**src/rtl/uart_tx_unit.sv**
```systemverilog
// UART transmitter: start bit, 8 data bits LSB first, optional parity, one stop bit.
// Line encodings for ParityType and BaudRate match the companion receiver.
module uart_tx_unit #(
    parameter int unsigned CLOCK_FREQ = 50_000_000
) (
    input  logic       Clock,
    input  logic       Reset,
    input  logic       Send,
    input  logic [7:0] DataIn,
    input  logic [1:0] ParityType,
    input  logic [1:0] BaudRate,
    output logic       DataTx,
    output logic       Busy,
    output logic       Done
);

    localparam int unsigned N0    = (CLOCK_FREQ + 1200) / 2400;
    localparam int unsigned N1    = (CLOCK_FREQ + 2400) / 4800;
    localparam int unsigned N2    = (CLOCK_FREQ + 4800) / 9600;
    localparam int unsigned N3    = (CLOCK_FREQ + 9600) / 19200;
    localparam int unsigned DIV_W = (N0 > 1) ? $clog2(N0) : 1;

    typedef enum logic [2:0] {IDLE, START, DATA, PARITY, STOP} state_t;

    state_t           state, state_next;
    logic [DIV_W-1:0] div_cnt, div_next, div_last;
    logic [2:0]       idx, idx_next, idx_inc;
    logic [7:0]       sh_data, sh_data_next;
    logic [1:0]       sh_par, sh_par_next;
    logic [1:0]       sh_baud, sh_baud_next;
    logic             tx_next, busy_next, done_next;
    logic             bit_end, par_en, par_bit;

    always_comb begin
        case (sh_baud)
            2'b00:   div_last = DIV_W'(N0 - 1);
            2'b01:   div_last = DIV_W'(N1 - 1);
            2'b10:   div_last = DIV_W'(N2 - 1);
            default: div_last = DIV_W'(N3 - 1);
        endcase
    end

    assign bit_end = (div_cnt == div_last);
    assign par_en  = (sh_par == 2'b01) || (sh_par == 2'b10);
    assign par_bit = (sh_par == 2'b10) ? ^sh_data : ~^sh_data;
    assign idx_inc = idx + 3'd1;

    // Next-cycle line value is computed here so DataTx itself is a plain flop.
    always_comb begin
        state_next   = state;
        div_next     = bit_end ? '0 : div_cnt + 1'b1;
        idx_next     = idx;
        sh_data_next = sh_data;
        sh_par_next  = sh_par;
        sh_baud_next = sh_baud;
        tx_next      = DataTx;
        busy_next    = Busy;
        done_next    = 1'b0;
        case (state)
            IDLE: begin
                div_next = '0;
                idx_next = '0;
                tx_next  = 1'b1;
                if (Send) begin
                    sh_data_next = DataIn;
                    sh_par_next  = ParityType;
                    sh_baud_next = BaudRate;
                    state_next   = START;
                    tx_next      = 1'b0;
                    busy_next    = 1'b1;
                end
            end
            START: begin
                if (bit_end) begin
                    state_next = DATA;
                    idx_next   = '0;
                    tx_next    = sh_data[0];
                end
            end
            DATA: begin
                if (bit_end) begin
                    if (idx == 3'd7) begin
                        state_next = par_en ? PARITY : STOP;
                        tx_next    = par_en ? par_bit : 1'b1;
                    end else begin
                        idx_next = idx_inc;
                        tx_next  = sh_data[idx_inc];
                    end
                end
            end
            PARITY: begin
                if (bit_end) begin
                    state_next = STOP;
                    tx_next    = 1'b1;
                end
            end
            STOP: begin
                if (bit_end) begin
                    state_next = IDLE;
                    tx_next    = 1'b1;
                    busy_next  = 1'b0;
                    done_next  = 1'b1;
                end
            end
            default: begin
                state_next = IDLE;
                tx_next    = 1'b1;
                busy_next  = 1'b0;
            end
        endcase
    end

    always_ff @(posedge Clock) begin
        if (Reset) begin
            state   <= IDLE;
            div_cnt <= '0;
            idx     <= '0;
            sh_data <= '0;
            sh_par  <= '0;
            sh_baud <= '0;
            DataTx  <= 1'b1;
            Busy    <= 1'b0;
            Done    <= 1'b0;
        end else begin
            state   <= state_next;
            div_cnt <= div_next;
            idx     <= idx_next;
            sh_data <= sh_data_next;
            sh_par  <= sh_par_next;
            sh_baud <= sh_baud_next;
            DataTx  <= tx_next;
            Busy    <= busy_next;
            Done    <= done_next;
        end
    end

endmodule

```
**config.mk**
```make
export PLATFORM = sky130hd
export DESIGN_NAME = uart_tx_unit
export DESIGN_NICKNAME = d
export VERILOG_FILES = /design/src/rtl/uart_tx_unit.sv
export SDC_FILE = /design/constraint.sdc
export NUM_CORES = 1
export LEC_CHECK = 0
export ABC_CLOCK_PERIOD_IN_PS = 2150
export CAP_MARGIN = 0
export CORE_MARGIN = 5
export CORE_UTILIZATION = 40
export CTS_BUF_LIST = sky130_fd_sc_hd__clkbuf_16
export CTS_CLUSTER_SIZE = 24
export DETAILED_ROUTE_END_ITERATION = 12
export GPL_TIMING_DRIVEN = 0
export PLACE_DENSITY = 0.63
export SLEW_MARGIN = 20
export SYNTH_ARGS = -nofsm -noshare
export SYNTH_HDL_FRONTEND = slang
export SYNTH_SLANG_ARGS = --single-unit
```
**constraint.sdc**
```tcl
create_clock -name Clock -period 2.15 [get_ports Clock]
set_input_delay 0.43 -clock Clock [delete_from_list [all_inputs] [get_ports Clock]]
set_output_delay 0.43 -clock Clock [all_outputs]
set_load 0.02 [all_outputs]
```
==> results.ini, run 1 <==
[synthesis]
synthDistinctLibCells=41
yosys.area.top_type=dfxtp_1
synth_area_sq_um=1898
yosys_warnings=0
seq_area_frac_synth=0.3797
synth_top_cell_area_share=0.3797
ys.flop_type=dfxtp_1
synthArstFlopShare=0
synth.avg_cell_area_sq_um=8.436
synth_area_leaders=dfxtp_1 38%, ha_1 6.6%, nand2_1 6.1%
synthCells=225
ys_ff_latch=36
synth_edf_count=0
syn-num-nets=250

[sta]
maxSlewHeadroom=0.6612
fmax_ghz=0.4460
maxSlewViolCount=0
period_share=1.043
fin_worst_skew_ns=0.003219
tightest_slew_ns=0.5082
setup_ws_ns=-0.09228
hold_viol=0
rsz0062_at_grt=true
fin_crit_ns=2.242
setup_violations=13

[setup_path]
cp-start-kind=flip-flop
crit_type=flip-flop to flip-flop
reg2reg_slack_ns=-0.09
required_ns=2.35
end_kind=flip-flop
path_max_fanout=5
crit_arrival_ns=2.45

[detailed_routing]
antenna_left=0
vias_per_cell=5.164
first_iter_violations=81
wl_per_cell_um=12.49
drc_errors=0
vias=1575
dr.pass1.iters=4
wirelength_mm=3.809

[placed_design]
io_buffers=17
gp_congestion=0.8266
placed_cell_area_sq_um=2186
placed_cells=296
dp_hpwl_mm=2.723
dp_slack_ns=-0.1502

[power]
powerDensity_nw_per_um2=660.0
ir_drop_uv=420.5
power_mw=1.576
p_leak_nw=0.8923

[cells_and_area]
area_delta_synth_final_pct=25.77
stdcell_area_sq_um=2387
drive_gt1_frac=0.1275
fillerInstances=462
fin_nets=275
diodes=0
final_cells=305

[floorplanning]
die_area_sq_um=6223
core_area_sq_um=4661
start_util=0.4072
ios=18
fp.dieH_um=78.89
fp.dieW_um=78.89
rows=25

[clocking]
cts_max_path_buffers=2
clock_sinks=36
cts-buffers-inserted=5
clk_pin_slew_ns=0.05
h-tree-depth=2
root_buffer=clkbuf_16
clk_latency_ns=0.28
cts_tree=built

[grt]
antenna_found_initial=0
grt_usage=0.1307
grt_pass1_wl_mm=6.486
grt.overflow.total=0
grt_max_degree=11
grt_pass1_vias=1482

[status]
outcome=complete, but fails checks
violations=negative setup slack

[min_path]
hold_class=flip-flop to flip-flop

[run]
maxCapViolations=0

## area by class of cell
cell class | instances | area (sq um) | area share
timing repair buffer | 19 | 185.2 | 0.07757
tap | 54 | 67.56 | 0.02830
clock buffer | 5 | 125.1 | 0.05241
buffer | 8 | 41.29 | 0.01730
clock inverter | 3 | 11.26 | 0.004717
multi-input combinational | 168 | 1179 | 0.4937
inverter | 12 | 50.05 | 0.02096
sequential | 36 | 728.2 | 0.3050
## cells by family (layout without fill, tap and decap cells)
kind of cell / count (synthesis) / in the layout / synth area share
adders and majority gates: 10 / 10 / 0.06592
AOI/OAI and AO/OA: 36 / 36 / 0.1272
xor gates and xnor gates: 24 / 24 / 0.1180
muxes: 3 / 3 / 0.02900
and+or+nand+nor: 95 / 95 / 0.2340
DFF: 36 / 36 / 0.3797
buffers and inverters: 21 / 47 / 0.04614
## metal layers
layer	global-route usage	routed length, um	share of wire	up-vias
met3	0.03741	118	0.031	5
met1	0.1607	1843	0.48	735
li1	-	-	-	814
met4	0.05670	61	0.016	0
met5	0	0	0	-
met2	0.2131	1786	0.47	21
## cells in the mapped netlist, types with 2 or more instances
cell type and number:
a21oi_1 14, and2_1 4, and3_1 7, clkbuf_1 7
dfxtp_1 36, ha_1 10, inv_1 12, mux4_2 2
nand2_1 31, nand2b_1 2, nand3_1 10, nor2_1 27
nor3_1 7, o21ai_0 4, o22ai_1 3, o32ai_1 2
or3_1 2, xnor2_1 13, xor2_1 10
## registers in the layout, indices dropped and copies added, names as in the netlist
register and flops:
div_cnt 15, sh_data 8, idx 3, state 3
sh_baud 2, sh_par 2, Busy 1, DataTx 1
Done 1
## path summary, 6_finish.rpt
kind | startpoint | end | cells after the start
setup reg to reg | sh_baud[0] | idx[0] | 9
hold / removal | sh_par[0] | sh_par[0] | 2
setup / recovery | sh_baud[0] | idx[0] | 9
hold reg to reg | sh_par[0] | sh_par[0] | 2
## cells in the final DEF, fill, tap and decap left out, drive strengths merged, types with 7 or more instances in the layout
master and n:
clkbuf 11, xor2 10, a21oi 14, nor3 7, nand2 31, clkdlybuf4s50 17
dfxtp 36, ha 10, and3 8, nand3 10, nor2 27, inv 14
xnor2 13
## per-stage QoR
stage	hold WS (ns)	util	TNS, ns
after CTS	0.4579	0.5060	-0.4347
after floorplan	0.4363	-	0
after global routing	0.4992	0.5122	-1.895
final	0.4518	0.5122	-0.4742
after detailed placement	0.4503	0.4690	-1.779
after global placement	0.4459	0.4690	-1.731
## critical path, cell delays in order (launching register included)
cell and delay [ns]:
dfxtp_4 0.37, inv_6 0.08, ha_4 0.15, nor2_2 0.04, or3_4 0.33, a211oi_4 0.24, and3b_1 0.21, buf_6 0.11
or4b_4 0.49, o22ai_2 0.14
## power by group
| part | switching (mW) | leakage, nW | internal, mW | total, mW |
|---|---|---|---|---|
| Clock | 0.260 | 0.0738 | 0.416 | 0.676 |
| Combinational | 0.0933 | 0.524 | 0.0993 | 0.193 |
| Sequential | 0.0194 | 0.294 | 0.687 | 0.707 |
## what timing repair did
action                                  4_1_cts  5_1_grt
hold buffers                                  0        0
endpoints found under the setup margin       13       14
pin swaps                                     3        2
gates resized for setup                       5        6
setup buffers                                 2        0
No activity file was read; power rests on OpenSTA's default activity.
==> run 2: changes to the inputs <==
ABC_CLOCK_PERIOD_IN_PS = 2600   (was 2150)
CAP_MARGIN = 20   (was 0)
CTS_BUF_LIST = unset   (was sky130_fd_sc_hd__clkbuf_16)
PLACE_DENSITY = 0.61   (was 0.63)
clock period = 2.6 ns   (was 2.15 ns; I/O delays follow)
==> run 2 against run 1 <==
Against the previous run: the flow now finishes without violations; clock-buffer cell count up 1; first-iteration DRC count up 31%; combinational power decreased by 25%; cell area fell by 6.7%; sequential power down 18%; register-to-register slack gained 0.25 ns; non-clock buffer count down 1; wire length fell by 4.7%; critical path type unchanged.
==> results.ini, run 2 (synthesis results as in run 1) <==
[placed_design]
io_buffers=17
dp_hpwl_mm=2.774
gp_congestion=0.7461
dp_slack_ns=0.1848
placed_cells=296

[sta]
period_share=0.9377
maxSlewHeadroom=0.6707
setup_violations=0
hold_viol=0
fin_worst_skew_ns=0.004333
fmax_ghz=0.4102
fin_tns_setup_ns=0
rsz0062_at_grt=false
maxSlewViolCount=0
tightest_slew_ns=0.4939
setup_ws_ns=0.1620
fin_crit_ns=2.438

[clocking]
post_cts_resized=0
clk_pin_slew_ns=0.07
clk_latency_ns=0.28
root_buffer=clkbuf_8
post_cts_buffers=0
clock_sinks=36
cts_max_path_buffers=2
cts-buffers-inserted=5
cts_tree=built
h-tree-depth=2
cts-hold-fix-buffers=0

[setup_path]
path_cells=inv_1 -> ha_1 -> nor2_1 -> or3_1 -> a211oi_2 -> and3b_1 -> buf_6 -> or4b_4 -> o32ai_1
cp-start-kind=flip-flop
cp.depth=9
r2r_start=sh_baud[0]
crit_arrival_ns=2.62
cp_slowest_cell=or4b_4
critical_path.top_delay_family=simple AND/OR/NAND/NOR gates
crit_type=flip-flop to flip-flop
end_kind=flip-flop
cpPeakStageDelay_ns=0.49
required_ns=2.79
cp-startpoint=sh_baud[0]
crit_buf_inv=2
path_max_fanout=10
r2r_cells=9

[run]
maxCapViolations=0

[cells_and_area]
top_regs=div_cnt: 15 flops, sh_data: 8 flops
mostFrequentLayoutCell=dfxtp_1
final_util=0.4781
largest_register_ffs=15
multi_input_area_sq_um=1090
drive_gt1_frac=0.07600
seqCellArea_sq_um=720.7
mostFrequentLayoutCells=36 x dfxtp_1, 31 x nand2_1, 27 x nor2_1
diodes=0
fillerInstances=477
fin_nets=274
final_cells=304
area_delta_synth_final_pct=17.40
regMostFlops=div_cnt

[power]
ir_drop_uv=304.6
p_leak_nw=0.8461
powerDensity_nw_per_um2=507.4
power_mw=1.131

[floorplanning]
core_area_sq_um=4661
fp.dieH_um=78.89
die_area_sq_um=6223
rows=25
ios=18
fp.dieW_um=78.89
start_util=0.4072

[grt]
use_met3=0.02721
grt_max_degree=12
grt_pass1_vias=1353
grtUsageMet1=0.1756
antenna_found_initial=0
grt_pass1_wl_mm=6.237
grt_usage=0.1257
grtUsageMet2=0.1859
busiest_layer=met2
grt.overflow.total=0

[detailed_routing]
wl_per_cell_um=11.94
vias_per_cell=4.947
wirelength_mm=3.630
drc_errors=0
vias=1504
first_iter_violations=106
antenna_left=0
dr.pass1.iters=4

[min_path]
hold_class=flip-flop to flip-flop
hold_start=sh_par[1]
min_path_cells=2

[status]
outcome=finished clean

[run 2: final timing paths]
kind	end	slack (ns)
max	idx[1]	0.16
min	sh_par[1]	0.47
min reg2reg	sh_par[1]	0.47
max reg2reg	idx[1]	0.16
[run 2: per-stage QoR]
step / hold slack, ns / instance area (sq um)
2_1_floorplan: 0.4363 / 1898
3_3_place_gp: 0.4466 / 2136
3_5_place_dp: 0.4566 / 2136
4_1_cts: 0.4692 / 2228
5_1_grt: 0.5066 / 2228
6_report: 0.4712 / 2228
[run 2: layer usage]
layer / share of wire / vias to the layer above
met3: 0.039 / 8
met1: 0.52 / 660
met2: 0.43 / 28
met5: 0 / -
met4: 0.019 / 0
li1: - / 808
[run 2: layout make-up]
type | instances | share of cell area
sequential | 36 | 0.3234
inverter | 12 | 0.02021
tap | 54 | 0.03032
multi-input combinational | 168 | 0.4891
buffer | 9 | 0.01909
clock inverter | 2 | 0.004492
timing repair buffer | 17 | 0.07636
clock buffer | 6 | 0.03706
[run 2: worst register-to-register path: cells and delay by family, from the launching register on]
family / cells / cell delay, ns
AOI/OAI and AO/OA: 2 / 0.39
adders and majority gates: 1 / 0.20
buffers and inverters: 2 / 0.26
DFF: 1 / 0.36
and+or+nand+nor: 4 / 1.13
[run 2: power by group]
| part | internal, mW | switching (mW) |
|---|---|---|
| clock network | 0.211 | 0.192 |
| logic | 0.0748 | 0.0704 |
| registers | 0.568 | 0.0142 |
| total | 0.854 | 0.277 |
==> run 3: changes to the inputs <==
HOLD_SLACK_MARGIN = 0.1   (was unset)
==> results of run 3 <==
Final layout, timing and power as in run 2 (identical DEF).
